==> config.mk <==
export PLATFORM = sky130hd
export DESIGN_NAME = stop_timer
export DESIGN_NICKNAME = d
export VERILOG_FILES = /design/src/rtl/stop_timer_pkg.sv /design/src/rtl/stop_timer_fsm.sv /design/src/rtl/stop_timer.sv
export SDC_FILE = /design/constraint.sdc
export NUM_CORES = 1
export LEC_CHECK = 0
export CORE_UTILIZATION = 25
export CTS_CLUSTER_DIAMETER = 30
export CTS_CLUSTER_SIZE = 30
export DETAILED_ROUTE_END_ITERATION = 16
export GPL_TIMING_DRIVEN = 0
export PLACE_DENSITY = 0.53
export SETUP_SLACK_MARGIN = 0.4
export SLEW_MARGIN = 20
export SYNTH_ARGS = -nofsm -noshare
export SYNTH_HDL_FRONTEND = slang
export SYNTH_SLANG_ARGS = --single-unit
export TNS_END_PERCENT = 20
==> constraint.sdc <==
create_clock -name clk_4_i -period 2.4 [get_ports clk_4_i]
set_clock_uncertainty 0.1 [all_clocks]
set_input_delay 0.72 -clock clk_4_i [delete_from_list [all_inputs] [get_ports clk_4_i]]
set_output_delay 0.72 -clock clk_4_i [all_outputs]
set_load 0.02 [all_outputs]
==> src/rtl/stop_timer_pkg.sv <==
// ---------------------------------------------------------------------------
// stop_timer_pkg
// Shared definitions for the stop_timer stopwatch block.
//   timer_state_e : FSM state type, also the encoding seen on state_o
//   STATE_*       : raw 2-bit encodings of the states
// ---------------------------------------------------------------------------
package stop_timer_pkg;

   localparam logic [1:0] STATE_IDLE  = 2'b00;
   localparam logic [1:0] STATE_RUN   = 2'b01;
   localparam logic [1:0] STATE_PAUSE = 2'b10;
   localparam logic [1:0] STATE_DONE  = 2'b11;

   typedef enum logic [1:0] {
      IDLE  = STATE_IDLE,
      RUN   = STATE_RUN,
      PAUSE = STATE_PAUSE,
      DONE  = STATE_DONE
   } timer_state_e;

endpackage : stop_timer_pkg

==> src/rtl/stop_timer_fsm.sv <==
// ---------------------------------------------------------------------------
// stop_timer_fsm
// Control state machine for the stopwatch. Decides the next state from the
// buttons and the current count, and tells the counter datapath what to do.
//
// Ports:
//   clk_4_i    : game tick clock
//   rst_ni     : asynchronous active-low reset
//   start_i    : start / resume request
//   stop_i     : pause request
//   clear_i    : synchronous clear back to IDLE (highest priority)
//   target_i   : terminal count, 0 disables target detection
//   count_i    : current registered count from the datapath
//   state_o    : current state (registered)
//   running_o  : registered, high while in RUN
//   done_o     : registered, high while in DONE
//   inc_en_o   : datapath loads the incremented / wrapped count this edge
//   clr_en_o   : datapath clears count (and lap) this edge
//   wrap_en_o  : this edge wraps MAX_COUNT -> 0
//
// Control strobes are sampled by the datapath flops only, so outputs of the
// block as a whole have no combinational path from inputs.
// ---------------------------------------------------------------------------
module stop_timer_fsm
   import stop_timer_pkg::*;
#(
   parameter int WIDTH     = 5,
   parameter int MAX_COUNT = 2**WIDTH-1,
   parameter int SATURATE  = 0
) (
   input  logic             clk_4_i,
   input  logic             rst_ni,
   input  logic             start_i,
   input  logic             stop_i,
   input  logic             clear_i,
   input  logic [WIDTH-1:0] target_i,
   input  logic [WIDTH-1:0] count_i,
   output timer_state_e     state_o,
   output logic             running_o,
   output logic             done_o,
   output logic             inc_en_o,
   output logic             clr_en_o,
   output logic             wrap_en_o
);

   localparam logic [WIDTH-1:0] MAX_C = WIDTH'(MAX_COUNT);
   localparam logic             SAT   = (SATURATE != 0);

   timer_state_e     state_q, state_d;
   logic             running_q, running_d;
   logic             done_q, done_d;
   logic             at_max;
   logic [WIDTH-1:0] cnt_next;
   logic             target_hit;

   always_comb begin
      state_d    = state_q;
      inc_en_o   = 1'b0;
      clr_en_o   = 1'b0;
      wrap_en_o  = 1'b0;
      at_max     = (count_i == MAX_C);
      cnt_next   = at_max ? '0 : count_i + 1'b1;
      // A target at or below the current count (or above full scale) simply
      // never matches cnt_next until the counter wraps round to it.
      target_hit = (target_i != '0) && (cnt_next == target_i);

      if (clear_i) begin
         state_d  = IDLE;
         clr_en_o = 1'b1;
      end else begin
         case (state_q)
            IDLE: begin
               if (start_i) state_d = RUN;
            end
            RUN: begin
               if (stop_i) begin
                  state_d = PAUSE;
               end else if (SAT && at_max) begin
                  // Saturating build: hold at full scale and finish.
                  state_d = DONE;
               end else begin
                  inc_en_o = 1'b1;
                  // Target can never be 0, so a wrap edge never hits it;
                  // checking the target first keeps that precedence explicit.
                  if (target_hit)  state_d   = DONE;
                  else if (at_max) wrap_en_o = 1'b1;
               end
            end
            PAUSE: begin
               if (start_i && !stop_i) state_d = RUN;
            end
            DONE: begin
               state_d = DONE;
            end
            default: state_d = IDLE;
         endcase
      end

      running_d = (state_d == RUN);
      done_d    = (state_d == DONE);
   end

   always_ff @(posedge clk_4_i or negedge rst_ni) begin
      if (!rst_ni) begin
         state_q   <= IDLE;
         running_q <= 1'b0;
         done_q    <= 1'b0;
      end else begin
         state_q   <= state_d;
         running_q <= running_d;
         done_q    <= done_d;
      end
   end

   assign state_o   = state_q;
   assign running_o = running_q;
   assign done_o    = done_q;

endmodule : stop_timer_fsm

==> src/rtl/stop_timer.sv <==
// ---------------------------------------------------------------------------
// stop_timer
// Stopwatch counter for the "Stop It" game datapath, clocked by the slow
// game tick. Start/stop/clear control, programmable target with done flag,
// wrap or saturate at full scale, and an optional lap-capture register.
//
// Optional feature macro: STOP_TIMER_LAP_EN (adds lap_i, lap_o, lap_valid_o).
//
// Ports:
//   clk_4_i     : game tick clock, all updates on rising edge
//   rst_ni      : asynchronous active-low reset
//   start_i     : start / resume request
//   stop_i      : pause request
//   clear_i     : synchronous clear to IDLE
//   target_i    : terminal value, 0 disables target detection
//   lap_i       : (lap build) capture the current count while running
//   lap_o       : (lap build) captured count
//   lap_valid_o : (lap build) lap_o holds a capture
//   count_o     : current count
//   state_o     : current state, timer_state_e encoding
//   running_o   : high in RUN
//   done_o      : high in DONE
//   wrap_o      : one-cycle pulse in the cycle count_o reads 0 after a wrap
//
// There is no valid/ready handshake here: every input is a level sampled on
// each rising clock edge and every output is a registered level.
// ---------------------------------------------------------------------------
module stop_timer
   import stop_timer_pkg::*;
#(
   parameter int WIDTH     = 5,
   parameter int MAX_COUNT = 2**WIDTH-1,
   parameter int SATURATE  = 0
) (
   input  logic             clk_4_i,
   input  logic             rst_ni,
   input  logic             start_i,
   input  logic             stop_i,
   input  logic             clear_i,
   input  logic [WIDTH-1:0] target_i,
`ifdef STOP_TIMER_LAP_EN
   input  logic             lap_i,
   output logic [WIDTH-1:0] lap_o,
   output logic             lap_valid_o,
`endif
   output logic [WIDTH-1:0] count_o,
   output logic [1:0]       state_o,
   output logic             running_o,
   output logic             done_o,
   output logic             wrap_o
);

   localparam logic [WIDTH-1:0] MAX_C = WIDTH'(MAX_COUNT);

   timer_state_e     state;
   logic             inc_en;
   logic             clr_en;
   logic             wrap_en;
   logic [WIDTH-1:0] count_q, count_d;
   logic             wrap_q, wrap_d;

   stop_timer_fsm #(
      .WIDTH     (WIDTH),
      .MAX_COUNT (MAX_COUNT),
      .SATURATE  (SATURATE)
   ) u_fsm (
      .clk_4_i   (clk_4_i),
      .rst_ni    (rst_ni),
      .start_i   (start_i),
      .stop_i    (stop_i),
      .clear_i   (clear_i),
      .target_i  (target_i),
      .count_i   (count_q),
      .state_o   (state),
      .running_o (running_o),
      .done_o    (done_o),
      .inc_en_o  (inc_en),
      .clr_en_o  (clr_en),
      .wrap_en_o (wrap_en)
   );

   always_comb begin
      count_d = count_q;
      if (clr_en) begin
         count_d = '0;
      end else if (inc_en) begin
         count_d = (count_q == MAX_C) ? '0 : count_q + 1'b1;
      end
      // wrap_en is only ever raised together with the 0 load, so the pulse
      // lines up exactly with the cycle in which count_o reads 0.
      wrap_d = wrap_en;
   end

   always_ff @(posedge clk_4_i or negedge rst_ni) begin
      if (!rst_ni) begin
         count_q <= '0;
         wrap_q  <= 1'b0;
      end else begin
         count_q <= count_d;
         wrap_q  <= wrap_d;
      end
   end

`ifdef STOP_TIMER_LAP_EN
   logic [WIDTH-1:0] lap_q, lap_d;
   logic             lap_valid_q, lap_valid_d;

   always_comb begin
      lap_d       = lap_q;
      lap_valid_d = lap_valid_q;
      if (clr_en) begin
         lap_d       = '0;
         lap_valid_d = 1'b0;
      end else if (lap_i && (state == RUN)) begin
         // Capture the value on display now, before this edge's increment.
         lap_d       = count_q;
         lap_valid_d = 1'b1;
      end
   end

   always_ff @(posedge clk_4_i or negedge rst_ni) begin
      if (!rst_ni) begin
         lap_q       <= '0;
         lap_valid_q <= 1'b0;
      end else begin
         lap_q       <= lap_d;
         lap_valid_q <= lap_valid_d;
      end
   end

   assign lap_o       = lap_q;
   assign lap_valid_o = lap_valid_q;
`endif

   assign count_o = count_q;
   assign state_o = state;
   assign wrap_o  = wrap_q;

endmodule : stop_timer

; ---- Word level (Yosys, flattened, before mapping)
; Index checks and enable logic that the tools add are counted.
; Widths: inputs -> output; s select.
[totals]
reg_bits = 10
elab_cells = 37
[op_classes]
mux = 18
eq_ne = 7
reduce_logical = 6
addsub = 1
[op_table]
columns = op, n
row1 = $mux 5, 3
row2 = $mux 2, 5
row3 = $mux 1, 9
row4 = $pmux 2 s4, 1
row5 = $eq 2x2->1 const B, 3
row6 = $add 5x1->5 const B, 1
row7 = $eq 5x5->1, 1
row8 = $eq 5x5->1 const B, 1
row9 = $reduce_bool 5->1, 1
row10 = $eq 2x1->1 const B, 2
row11 = $logic_and 1x1->1, 2
row12 = $logic_not 2->1, 1
row13 = $reduce_bool 2->1, 1
row14 = $logic_not 1->1, 1

; ---- Depth between registers and ports, before layout
[logic_depth]
depth_word = 9
depth_mapped = 8
mapped_depth_nobuf = 8

; ---- Cells and area by module
; Synthesis repeated with hierarchy kept, for this count alone.
[hier_totals]
hier_cells = 71
hier_area_um2 = 670.6
[modules_own_cells]
columns = mod, instances, seq_area_each_um2, area_per_inst_um2, cells_per_inst
row1 = stop_timer_fsm, 1, 100.1, 385.4, 45
row2 = stop_timer, 1, 150.1, 285.3, 26

; ---- Least setup slack after synthesis
; Ideal clock, no wire load.
[synth_timing]
path_type = register to register
start = register count_q[0] (netlist: count_o[0])
end = register u_fsm.running_q (netlist: u_fsm.running_o)
path_buffers = 0
setup_time_ns = 0.132
period_less_slack_ns = 2.208
slack_ns = 0.192
path_stages_with_launch = 9
arrival_time_ns = 1.976
cell_sequence = dfrtp_1 > ha_1 > and3_1 > ha_1 > xor2_1 > a21oi_1 > nand2_1 > nor4_4 > o21ai_1
[synth_via]
elab_chain_len = 9
word_cells_on_any_way = 10
[synth_lines]
columns = item, line_no
row1 = start: declaration, stop_timer.sv:59  ; logic [WIDTH-1:0] count_q, count_d;
row2 = start signal: assignment, stop_timer.sv:99  ; count_q <= count_d;
row3 = $add 5x1->5 or $eq 5x5->1 (tied branches), "stop_timer_fsm.sv:62, stop_timer_fsm.sv:61"
row4 = $mux 5 (*), stop_timer_fsm.sv:62  ; cnt_next = at_max ? '0 : count_i + 1'b1;
row5 = $eq 5x5->1 (*), stop_timer_fsm.sv:65  ; target_hit = (target_i != '0) && (cnt_next == target_i);
row6 = $logic_and 1x1->1 (*), stop_timer_fsm.sv:65
row7 = $mux 2 (*), stop_timer_fsm.sv:85  ; if (target_hit) state_d = DONE;
row8 = $mux 2 (*), stop_timer_fsm.sv:76  ; if (stop_i) begin
row9 = $pmux 2 s4 (*), stop_timer_fsm.sv:71  ; case (state_q)
row10 = $mux 2 (*), stop_timer_fsm.sv:67  ; if (clear_i) begin
row11 = $eq 2x1->1 (*), stop_timer_fsm.sv:99  ; running_d = (state_d == RUN);
row12 = named net u_fsm.running_d, stop_timer_fsm.sv:50  ; logic running_q, running_d;
row13 = end signal: assignment, stop_timer_fsm.sv:110  ; running_q <= running_d;
row14 = end: declaration, stop_timer_fsm.sv:50
; Mark *: on every way through the listed nets, which the timed path passes. The rest lies on a longest branch.
; A chain may end at the register's enable or synchronous reset.

; ---- Worst setup path in the final report
[layout_timing]
start = register count_q[3] (netlist: count_o[3])
end = output count_o[3]
[layout_rtl]
columns = item, line_no
row1 = end: declaration, stop_timer.sv:46  ; output logic [WIDTH-1:0] count_o,
; No word-level cell between the ends.

==> impl_results.md <==
* Outcome: completed
* Min Tclk post-route at 2.13 ns
* Setup TNS at 0 ns
* Fmax at 470 MHz
* DP HPWL at 986 um
* Final worst-path cycle share at 88.7%
* Initial Util at 27.5%
* Multi-input logic area at 388 sq um
* CTS Hold Bufs at 0
* Worst-path clk slew at ~0.07 ns
* DR vias at 551
* Global-route wire length before repair at around 2.1 mm
* Clock buffer depth at 2
* Congestion Overflow GR at 0
* Mapped cell area at approximately 630 sq um
* Worst min-delay path startpoint: u_fsm.state_o[1]$_DFF_PN0_
* Final Power at 412 uW
* Share of post-route cells with drive strength above 1 at 22.7%
* Max_cap viols at 0
* RSZ-0062 raised after global routing: yes
* Number of synthesized flops with an enable pin at 0
* Sw Ratio at 26.4%
* Most frequent cells after synthesis: 10 x dfrtp_1, 9 x nor2_1, 5 x inv_1, 4 x a21oi_1
* WL/cell at roughly 12 um
* Cell Int Power at 303 uW
* Layout Nets at 101
* Die Span Y at 52.0 um
* Die ar. at around 0.0027 sq mm
* Largest cells by area after synthesis: dfrtp_1 40%, nor2_1 5.4%, mux2i_1 4.8%, xnor2_1 4.2%, ha_1 4.0%
* Clock sink total at 10
* Prevailing post-synth register cell: dfrtp_1
* Slowest stage cell, crit path: clkdlybuf4s50_1
* Final hold vios at 0
* Placed Cells at about 110
* Final WL at 1.39 mm
* Yosys warns at 0
* CP arrival at 1.31 ns
* Pin count of the biggest net entering global routing at 11
* Core area at 0.00228 sq mm
* Seq/Total Area, Yosys at 40.0%
* Startpoint types: flop
* Syn_area_per_cell at 9.93 sq um
* Antenna Cells at 0
* # setup viols final at 0
* Hold Crit Class: reg -> reg
* Number of global-route vias before repair at 460
* H-tree depth at 1
* Root Buffer: clkbuf_4
* CTS buffer count at 3
* Cell taking the most area after synthesis: dfrtp_1
* Most common cell in the synthesized netlist: dfrtp_1
* Reg power frac at a little over two fifths
* Critical Path End Type: output port
* Critical Path Source: count_o[3]$_DFFE_PN0P_
* Crit path cell chain: clkdlybuf4s50_1
* Psw at 109 uW
* Initial DRC Count at 10
* Number of top-level pins at 20
* FF+latch area at 253 sq um
* Antenna Violating Nets Remaining at 0
* P per Cell Area at 437 mW/mm^2
* Maximum vdd drop at 0.000358 V
* Delay-heaviest family, CP: buffers and inverters
* DRT Pass-1 Iters at 4
* Row count at 17
* FF+latch count, synth at 10
* Clk_lat worst skew at ~0.26 ns
* Req. time, crit path at 1.58 ns
* Synthesized instance count at 63
* Placer's final routability congestion estimate at between 0.7 and 0.8
* Lkg Pwr at 0.417 nW
* Slew HR at between 60 and 70%
* Post-synth top area share at 40.0%
* Clock network power share at between 30 and 40%
* Cell variety after synth at 30
* CTS tree: yes
* DR vias/cell at 4.75
* Hold slack at 0.524 ns
* DRC Markers at 0
* Total track usage at 11.0%
* Syn_nets at 75
* CP peak stage delay at between 0.6 and 0.7 ns
* Chip Width at around 52 um
* Slew Viols, Final at 0
* PortBufs at 18
* WS Path Type: reg -> out
* Crit-path max FO at 5
* Layout Cells excl Fill at 116
* Fillers at 232
* WP buf/inv at 1
* Worst slew pin tran at 0.466 ns
* Combinational cell fraction of total power at 19.7%
* Initial antenna violation count at 0
* Async set or reset register ratio after synthesis at between 90% and 100%
* Syn-to-layout area delta at 50.8%
* Worst R2R Start: count_o[0]$_DFFE_PN0P_
[state kept, by name (all words and copies together) (netlist names)]
register / cells
wrap_o: 1
u_fsm.running_o: 1
u_fsm.state_o: 2
u_fsm.done_o: 1
count_o: 5
[power by group through the flow]
stage          Combinational, mW  Clock (mW)  Sequential (mW)
2_1_floorplan             0.0341           0            0.188
3_3_place_gp              0.0768           0            0.182
3_5_place_dp              0.0774           0            0.182
4_1_cts                   0.0800       0.159            0.178
5_1_grt                   0.0882       0.172            0.179
6_report                  0.0814       0.153            0.178
[area by class of cell]
cell class	instances	area share, %
plain buffers	2	0.928
clock buffers	4	3.85
inverters	5	1.99
multi-input cells	46	41.1
flip-flops and latches	10	26.8
well taps	28	3.71
repair buffers	21	21.6
[worst paths after layout]
path	end	slack, ns	cells past startpoint
max	count_o[3]	0.27	1
min in group asynchronous	u_fsm.done_o$_DFF_PN0_	0.67	1
max in group asynchronous	count_o[1]$_DFFE_PN0P_	1.18	1
max reg2reg	u_fsm.done_o$_DFF_PN0_	0.31	8
min reg2reg	u_fsm.state_o[1]$_DFF_PN0_	0.52	1
min	u_fsm.state_o[1]$_DFF_PN0_	0.52	1
[kinds of logic (layout without fill, tap and decap cells)]
family / after synthesis / after routing / synth area share, %
buf+inv: 7 / 32 / 4.40
flops: 10 / 10 / 40.0
fa+ha+maj: 2 / 2 / 4.00
compound gates: 13 / 13 / 15.8
xor+xnor: 5 / 5 / 7.00
mux: 3 / 3 / 4.80
simple gates: 23 / 23 / 24.0
[per-layer routing]
layer	routed length, um	track usage, %	up-vias
li1	-	-	278
met1	674	14.5	260
met2	654	16.0	13
met3	56	4.39	0
met4	0	4.05	0
met5	0	0	-
[metrics by stage]
| stage | utilization [%] | setup slack, ns | area (sq um) |
|---|---|---|---|
| floorplan | - | 0.343 | 658 |
| global placement | 38.4 | -0.0411 | 873 |
| CTS | 40.9 | 0.245 | 931 |
| finish | 41.5 | 0.272 | 943 |
| detailed placement | 38.4 | -0.0412 | 873 |
| global route | 41.5 | 0.209 | 943 |
[layout by cell type (no fill, tap or decap), drive strengths merged]
master and instances:
a21oi 5, a311oi 2, a32o 1, and2 1, and3 2, buf 4, clkbuf 5, clkdlybuf4s50 13
dfrtp 10, dlygate4sd2 3, dlymetal6s2s 2, ha 2, inv 5, mux2i 3, nand2 2, nand3 2
nand4 1, nor2 9, nor2b 1, nor3 1, nor4 1, nor4b 1, o2111ai 1, o21a 1
o21ai 2, o31a 1, or4 1, or4b 1, xnor2 3, xor2 2
[what timing repair did]
item	4_1_cts	5_1_grt
setup buffers	3	0
pin swaps	6	0
gates resized for setup	4	4
endpoints found under the setup margin	15	14
Note: power is estimated with default switching activity, not from simulation.
